[src/rtl/buzzer_sequencer.sv]
// Round-robin scheduler for one shared buzzer: 4-note patterns + gap; `BUZZER_PREEMPT_EN lets req[0] abort other patterns.
// Grant 1 edge after pending with IDLE; no backpressure: requests merge into pending bits until served.
module buzzer_sequencer #(
    parameter int NOTE_TICKS = 7000000,
    parameter int GAP_TICKS  = 1000000,
    parameter int HP_SHIFT   = 0
) (
    input  logic       clk,
    input  logic       reset,
    input  logic [3:0] req,
    output logic       start,
    output logic       done,
    output logic       busy,
    output logic [1:0] cur_id,
    output logic [3:0] pending,
    output logic       buzzer
);

    typedef enum logic [1:0] {IDLE, PLAY, GAP} state_t;

    localparam int DW = (NOTE_TICKS > 2) ? $clog2(NOTE_TICKS) : 1;
    localparam int GW = (GAP_TICKS > 2) ? $clog2(GAP_TICKS) : 1;
    localparam logic [DW-1:0] NOTE_LAST = DW'(NOTE_TICKS - 1);
    localparam logic [GW-1:0] GAP_LAST  = GW'(GAP_TICKS - 1);

    function automatic logic [17:0] hp_entry(input logic [1:0] id, input logic [1:0] note);
        logic [17:0] e;
        case ({id, note})
            4'h0: e = 18'd50000;
            4'h1: e = 18'd25000;
            4'h2: e = 18'd16667;
            4'h3: e = 18'd12500;
            4'h4: e = 18'd191571;
            4'h5: e = 18'd151976;
            4'h6: e = 18'd127551;
            4'h7: e = 18'd90253;
            4'h8: e = 18'd50000;
            4'h9: e = 18'd0;
            4'hA: e = 18'd50000;
            4'hB: e = 18'd0;
            4'hC: e = 18'd12500;
            4'hD: e = 18'd16667;
            4'hE: e = 18'd25000;
            default: e = 18'd50000;
        endcase
        return e;
    endfunction

    // A nonzero entry never scales down to a rest.
    function automatic logic [17:0] eff_hp(input logic [17:0] e);
        logic [17:0] h;
        h = e >> HP_SHIFT;
        if (e != 18'd0 && h == 18'd0) h = 18'd1;
        return h;
    endfunction

    state_t          state, state_n;
    logic [1:0]      rr_ptr, rr_n;
    logic [1:0]      cur_id_n;
    logic [1:0]      note_idx, note_n;
    logic [17:0]     freq_cnt, freq_n;
    logic [DW-1:0]   dur_cnt, dur_n;
    logic [GW-1:0]   gap_cnt, gap_n;
    logic            buzzer_n, start_n, done_n;
    logic [3:0]      pending_n;
    logic            preempt_pend, preempt_n;
    logic [17:0]     hp;
    logic [1:0]      winner, cand;
    logic            found;

    always_comb begin
        state_n   = state;
        rr_n      = rr_ptr;
        cur_id_n  = cur_id;
        note_n    = note_idx;
        freq_n    = freq_cnt;
        dur_n     = dur_cnt;
        gap_n     = gap_cnt;
        buzzer_n  = buzzer;
        start_n   = 1'b0;
        done_n    = 1'b0;
        pending_n = pending | req;
        preempt_n = preempt_pend;
        hp        = eff_hp(hp_entry(cur_id, note_idx));
        found     = 1'b0;
        winner    = 2'd0;
        cand      = 2'd0;

        for (int k = 1; k <= 4; k++) begin
            cand = rr_ptr + 2'(k);
            if (!found && pending[cand]) begin
                found  = 1'b1;
                winner = cand;
            end
        end
        if (preempt_pend) winner = 2'd0;

        case (state)
            IDLE: begin
                buzzer_n = 1'b0;
                if (pending != 4'd0) begin
                    state_n   = PLAY;
                    cur_id_n  = winner;
                    rr_n      = winner;
                    note_n    = 2'd0;
                    freq_n    = 18'd0;
                    dur_n     = '0;
                    start_n   = 1'b1;
                    preempt_n = 1'b0;
                    // A request landing on the clearing edge keeps its bit set.
                    pending_n = (pending & ~(4'b0001 << winner)) | req;
                end
            end
            PLAY: begin
                if (hp == 18'd0) begin
                    freq_n   = 18'd0;
                    buzzer_n = 1'b0;
                end else if (freq_cnt == hp - 18'd1) begin
                    freq_n   = 18'd0;
                    buzzer_n = ~buzzer;
                end else begin
                    freq_n = freq_cnt + 18'd1;
                end
                if (dur_cnt == NOTE_LAST) begin
                    dur_n    = '0;
                    freq_n   = 18'd0;
                    buzzer_n = 1'b0;
                    if (note_idx == 2'd3) begin
                        done_n  = 1'b1;
                        state_n = GAP;
                        gap_n   = '0;
                    end else begin
                        note_n = note_idx + 2'd1;
                    end
                end else begin
                    dur_n = dur_cnt + DW'(1);
                end
            end
            GAP: begin
                buzzer_n = 1'b0;
                if (gap_cnt == GAP_LAST) begin
                    gap_n   = '0;
                    state_n = IDLE;
                end else begin
                    gap_n = gap_cnt + GW'(1);
                end
            end
            default: begin
                state_n  = IDLE;
                buzzer_n = 1'b0;
            end
        endcase

`ifdef BUZZER_PREEMPT_EN
        // Alarm pattern 0 cuts any other pattern short; it is then granted ahead of the RR order.
        if ((state == PLAY || state == GAP) && req[0] && cur_id != 2'd0) begin
            state_n   = IDLE;
            buzzer_n  = 1'b0;
            done_n    = 1'b0;
            note_n    = 2'd0;
            freq_n    = 18'd0;
            dur_n     = '0;
            gap_n     = '0;
            preempt_n = 1'b1;
        end
`endif
    end

    always_ff @(posedge clk or posedge reset) begin
        if (reset) begin
            state        <= IDLE;
            rr_ptr       <= 2'd3;
            cur_id       <= 2'd0;
            note_idx     <= 2'd0;
            freq_cnt     <= 18'd0;
            dur_cnt      <= '0;
            gap_cnt      <= '0;
            buzzer       <= 1'b0;
            start        <= 1'b0;
            done         <= 1'b0;
            pending      <= 4'd0;
            preempt_pend <= 1'b0;
        end else begin
            state        <= state_n;
            rr_ptr       <= rr_n;
            cur_id       <= cur_id_n;
            note_idx     <= note_n;
            freq_cnt     <= freq_n;
            dur_cnt      <= dur_n;
            gap_cnt      <= gap_n;
            buzzer       <= buzzer_n;
            start        <= start_n;
            done         <= done_n;
            pending      <= pending_n;
            preempt_pend <= preempt_n;
        end
    end

    assign busy = (state == PLAY) || (state == GAP);

endmodule

[config.mk]
export PLATFORM = sky130hd
export DESIGN_NAME = buzzer_sequencer
export DESIGN_NICKNAME = d
export VERILOG_FILES = /design/src/rtl/buzzer_sequencer.sv
export SDC_FILE = /design/constraint.sdc
export NUM_CORES = 1
export LEC_CHECK = 0
export CAP_MARGIN = 20
export CELL_PAD_IN_SITES_DETAIL_PLACEMENT = 1
export CELL_PAD_IN_SITES_GLOBAL_PLACEMENT = 2
export CORE_UTILIZATION = 39
export DETAILED_ROUTE_END_ITERATION = 10
export PLACE_DENSITY = 0.85
export SLEW_MARGIN = 25
export SYNTH_ARGS = -nofsm -noshare
export SYNTH_HDL_FRONTEND = slang
export SYNTH_SLANG_ARGS = --single-unit
[constraint.sdc]
create_clock -name clk -period 3.9 [get_ports clk]
set_input_delay 0.39 -clock clk [delete_from_list [all_inputs] [get_ports clk]]
set_output_delay 0.39 -clock clk [all_outputs]
set_load 0.01 [all_outputs]
Yosys cells after proc, flatten, opt, wreduce, memory -nomap -nowiden:

Memories as Yosys holds them, arrays and structs flattened.
Index checks and enable logic that the tools add are counted.

* flip-flop bits (word level): 76
* memory bits (read-only): 288
* output and inout bits: 10
* word-level logic and storage cells: 110
* memories: 1

Memories
* (no name shown): words 16, width 18, rd ports 1, clocked after memory_dff 0, wr ports 0, RTL line 28 `case ({id, note})`

* $add $sub $neg: 8
* magnitude comparators: 4
* eq/ne operators: 12
* shift-type cells: 1
* mux-type cells: 48
* bitwise gates (word level): 5
* reduce and logical (&&, ||, !) cells: 20

Operators with widths (count)
* $mux W18: 5
* $mux W20: 3
* $mux W23: 2
* $pmux W23 S2: 1
* $pmux W20 S2: 1
* $logic_not A18 Y1: 2
* $pmux W18 S2: 1
* $add A23 B1 Y23 const B: 1
* $eq A23 B23 Y1 const B: 1
* $mux W2: 11
* $add A20 B1 Y20 const B: 1
* $eq A20 B20 Y1 const B: 1
* $add A18 B1 Y18 const B: 1
* $eq A18 B18 Y1: 1
* $reduce_bool A18 Y1: 1
* $sub A18 B1 Y18 const B: 1
* $mux W1: 16
* $lt A2 B3 Y1 const B: 4
* $ne A2 B2 Y1 const B: 5
* $bmux W1 S2: 4
* $mux W4: 2
* $or A4 B4 Y4: 2
* $reduce_and A4 Y1: 2
* $pmux W2 S3: 1
* other kinds (18): 28

Depth between registers and ports, before layout:

* word-level depth: 19
* gate-level depth with buffers: 15
* gate-level depth less buffers: 13

Worst setup path before layout:

No wires, ideal clock.

* path kind: register -> register
* start point: reg note_idx[1]
* end point: reg freq_cnt[8]
* arrival time: 3.336 ns
* data required time: 3.781 ns
* slack: 0.445 ns
* cell stages (with the launch flop): 14
* cells stage by stage: dfrtp_1 -> inv_1 -> ha_1 -> nand2b_1 -> a32oi_1 -> ha_1 -> inv_1 -> or4_1 -> o21ai_1 -> o21ai_0 -> or4_4 -> o31ai_4 -> buf_6 -> nor2_1

* word-level cells in the longest chain between the ends: 10
* elaborated cells between the ends (all ways): 12
* those cells by class: add/sub (1); eq/ne (1); mux (5); reduce/logical (4); memory (1)

Ends and longest elaborated chain
* start, declared: RTL line 60 `logic [1:0] note_idx, note_n;`
* start signal, assigned: RTL line 187 `note_idx <= note_n;`
* $mem_v2 Z16 W18 (*)
* $reduce_bool A18 Y1 or $logic_not A18 Y1 (tied branches): RTL line 53 `if (e != 18'd0 && h == 18'd0) h = 18'd1;`
* $logic_and A1 B1 Y1: RTL line 53
* $mux W18 (*): RTL line 53
* $sub A18 B1 Y18: RTL line 118 `end else if (freq_cnt == hp - 18'd1) begin`
* $eq A18 B18 Y1: RTL line 118
* $mux W18: RTL line 118
* $mux W18 (*): RTL line 115 `if (hp == 18'd0) begin`
* $mux W18 (*): RTL line 124 `if (dur_cnt == NOTE_LAST) begin`
* $pmux W18 S2 (*): RTL line 98 `case (state)`
* end signal, assigned: RTL line 188 `freq_cnt <= freq_n;`
* end, declared: RTL line 61 `logic [17:0] freq_cnt, freq_n;`

Mark *: on every way between the ends. The rest lies on a longest branch, timed or not.
A chain may end at the register's enable or synchronous reset.

Final worst setup path:

* start point: reg note_idx[0]
* end point: reg freq_cnt[16]

The elaborated chain is that of the path after synthesis.

==> qor.csv <==
stage,metric,value,unit
worst_setup_path,worst-path fanout max,13,
synthesis,Main synth FF type,dfrtp_1,
synthesis,synthesized cell area,0.00501,mm2
detailed_routing,drt first-iter violations,213,
cts,CTS HTree Levels,3,
worst_setup_path,WP data required,4.13,ns
grt,first-pass GRT wire length,22200,um
sta,min cycle time layout,3.60,ns
layout,"commonest cells after routing, fill and taps aside","dfrtp_1, nor2_1, o21ai_0",
layout,Finished Core Util,45.0,%
power,Internal,1.35,mW
power,leakage,2.52,nW
synthesis,count of state elements after synthesis,76,
grt,initial antenna violation count,0,
detailed_routing,DRC Markers,0,
job,Maximum Capacitance Violations,0,
power,pwr dens,320,mW/mm2
cts,CTS tree,yes,
sta,Setup TNS,0,ns
worst_setup_path,startpoint types,register,
die,Die Wd,115,um
grt,vias in the first global route,4518,
sta,skew final,0.00692,ns
cts,total CTS buffers,9,
cts,"Reg clk slew, reported paths",0.05,ns
synthesis,Yosys top cell by area,dfrtp_1,
sta,Slew @ Worst Pin,0.894,ns
synthesis,syn_nets,597,
sta,"Hold Vio Cnt, Final",0,
sta,worst rel slew slack,40.0,%
sta,RSZ-0062 raised after global routing,false,
placement,routability cong.,0.847,
synthesis,Mapped Cells,576,
synthesis,"EDFF count, synth",0,
worst_setup_path,CP Capture Type,register,
synthesis,synthesized area per cell,8.69,um2
power,switch share,25.2,%
worst_setup_path,"Data arrival, critical path",3.82,ns
die,core area,0.0126,mm2
power,maximum VDD drop,0.000198,V
grt,gr usage total,21.4,%
detailed_routing,final wirelength,13200,um
synthesis,synth top area cells,"dfrtp_1, o21ai_0, nor2_1",
die,num ports,16,
cts,hold buffers post-CTS,0,
cts,Worst-Skew Late Latency,0.34,ns
detailed_routing,routed length per instance,17.2,um
detailed_routing,drt pass-1 iters,6,
worst_setup_path,Reg2Reg Depth,12,
power,combinational share of power,10.4,%
layout,layout cells sized above 1,9.36,%
worst_setup_path,Crit Path Category,reg2reg,
sta,count of pins over their slew limit,0,
layout,diode count,0,
layout,flip-flop and latch area,0.00190,mm2
die,DIE AREA,0.0133,mm2
worst_setup_path,register-to-register path setup slack,0.30,ns
status,status,finished clean,
placement,port bufs,15,
layout,number of fillers in the final layout,1480,
layout,"most common cell after layout, fill and taps aside",dfrtp_1,
layout,multi-input logic area,0.00290,mm2
worst_hold_path,min-delay worst type,in2async,
cts,CTS Sinks,76,
synthesis,Synth top area share,37.0,%
die,# rows,41,
sta,Max Freq,278,MHz
synthesis,"Async S/R FF share, synth",100,%
worst_setup_path,FF-to-FF End,freq_cnt[16],
sta,period utilization,92.3,%
worst_setup_path,reg2reg start,note_idx[0],
synthesis,register area share after synthesis,38.0,%
grt,"Remaining Overflow, GRT",0,
power,Clk pwr share,43.0,%
detailed_routing,Routed Antenna Nets,0,
synthesis,Synth cell types,66,
grt,pin count of the biggest net entering global routing,41,
layout,area grow syn2layout,12.9,%
power,sequential share of power,46.6,%
die,die span in y,115,um
die,Initial Util,39.8,%
cts,root buffer cell,clkbuf_16,
placement,Final HPWL DP,9570,um
synthesis,warnings from Yosys,0,
detailed_routing,routed vias,4263,
cts,Max Root-Sink Buffers,2,
layout,nets,615,
sta,Setup Viol. Count Final,0,
detailed_routing,Via density,5.54,
power,NetSw,455,uW
-- per-layer routing --
metal / track usage, % / vias to the layer above / wire length, um
li1: - / 2088 / -
met1: 28.1 / 2109 / 6310
met2: 35.5 / 50 / 6400
met3: 3.43 / 16 / 266
met4: 7.88 / 0 / 232
met5: 0 / - / 0
-- registers in the layout, indices dropped and copies added, names as in the netlist --
signal and cells:
rr_ptr 2, dur_cnt 23, freq_cnt 18, pending 4
note_idx 2, cur_id 2, state 2, gap_cnt 20
buzzer 1, done 1, start 1
-- cell type report --
class,instances,share of cell area (%)
clock buffer,13,4.60
sequential,76,33.7
multi-input combinational,456,51.4
clock inverter,2,0.177
inverter,20,1.35
timing repair buffer,31,5.00
tap,172,3.81
-- Yosys cell counts, drive strengths merged, types with 7 or more instances --
library cell and number:
o21ai 62, xor2 23, xnor2 21, a21oi 10, and3 20, nor3 11, buf 8, a31oi 9
nor2 64, nand2 57, inv 20, o211ai 7, o31ai 11, mux2i 7, clkbuf 16, nand4 13
dfrtp 74, ha 15, nand2b 19, nand3 25
-- logic make-up after synthesis --
group	after synthesis	share of synthesized area [%]
buffers and inverters	44	4.05
adders and majority gates	15	3.75
muxes	14	3.35
and+or+nand+nor	246	24.9
xor gates and xnor gates	44	7.70
AOI/OAI and AO/OA	137	18.2
DFF	76	38.0
-- per-stage QoR --
stage	instance area (um2)	power, mW	hold slack (ns)	cells	worst slack [ns]
after CTS	5630	1.83	0.501	769	0.0242
final	5650	1.81	0.491	770	0.302
after global placement	5360	1.04	0.476	754	0.220
after detailed placement	5360	1.04	0.492	754	0.0593
after global routing	5650	1.88	0.527	770	0.0116
after floorplan	5010	0.989	0.450	576	0.445
-- how the worst max path moves through the flow --
stage | startpoint | to | cells past startpoint
floorplan | note_idx[1] | freq_cnt[8] | 13
global placement | note_idx[0] | freq_cnt[15] | 11
detailed placement | note_idx[0] | freq_cnt[10] | 11
CTS | note_idx[0] | freq_cnt[16] | 11
global route | note_idx[0] | freq_cnt[2] | 11
finish | note_idx[0] | freq_cnt[16] | 12
-- critical path, stage by stage, from the launching register on --
cell and delay, ns:
dfrtp_1 0.45, ha_1 0.28, nand2b_1 0.18, a32oi_1 0.33
ha_1 0.24, inv_1 0.07, or4_1 0.57, o21ai_1 0.21
o21ai_0 0.12, or4_4 0.58, o31ai_4 0.23, buf_12 0.17
nor2_1 0.06
-- power by group through the flow --
stage                     Sequential, mW  Clock (mW)  Combinational, mW
after floorplan                    0.843           0              0.146
after global placement             0.855           0              0.181
after detailed placement           0.855           0              0.186
after CTS                          0.842       0.800              0.189
after global routing               0.846       0.828              0.206
final                              0.842       0.776              0.188
-- repair_timing --
item | in CTS | in global routing
setup buffers | 0 | 1
endpoints found under the setup margin | 0 | 13
gates resized for setup | 0 | 0
Note: power is estimated with default switching activity, not from simulation.
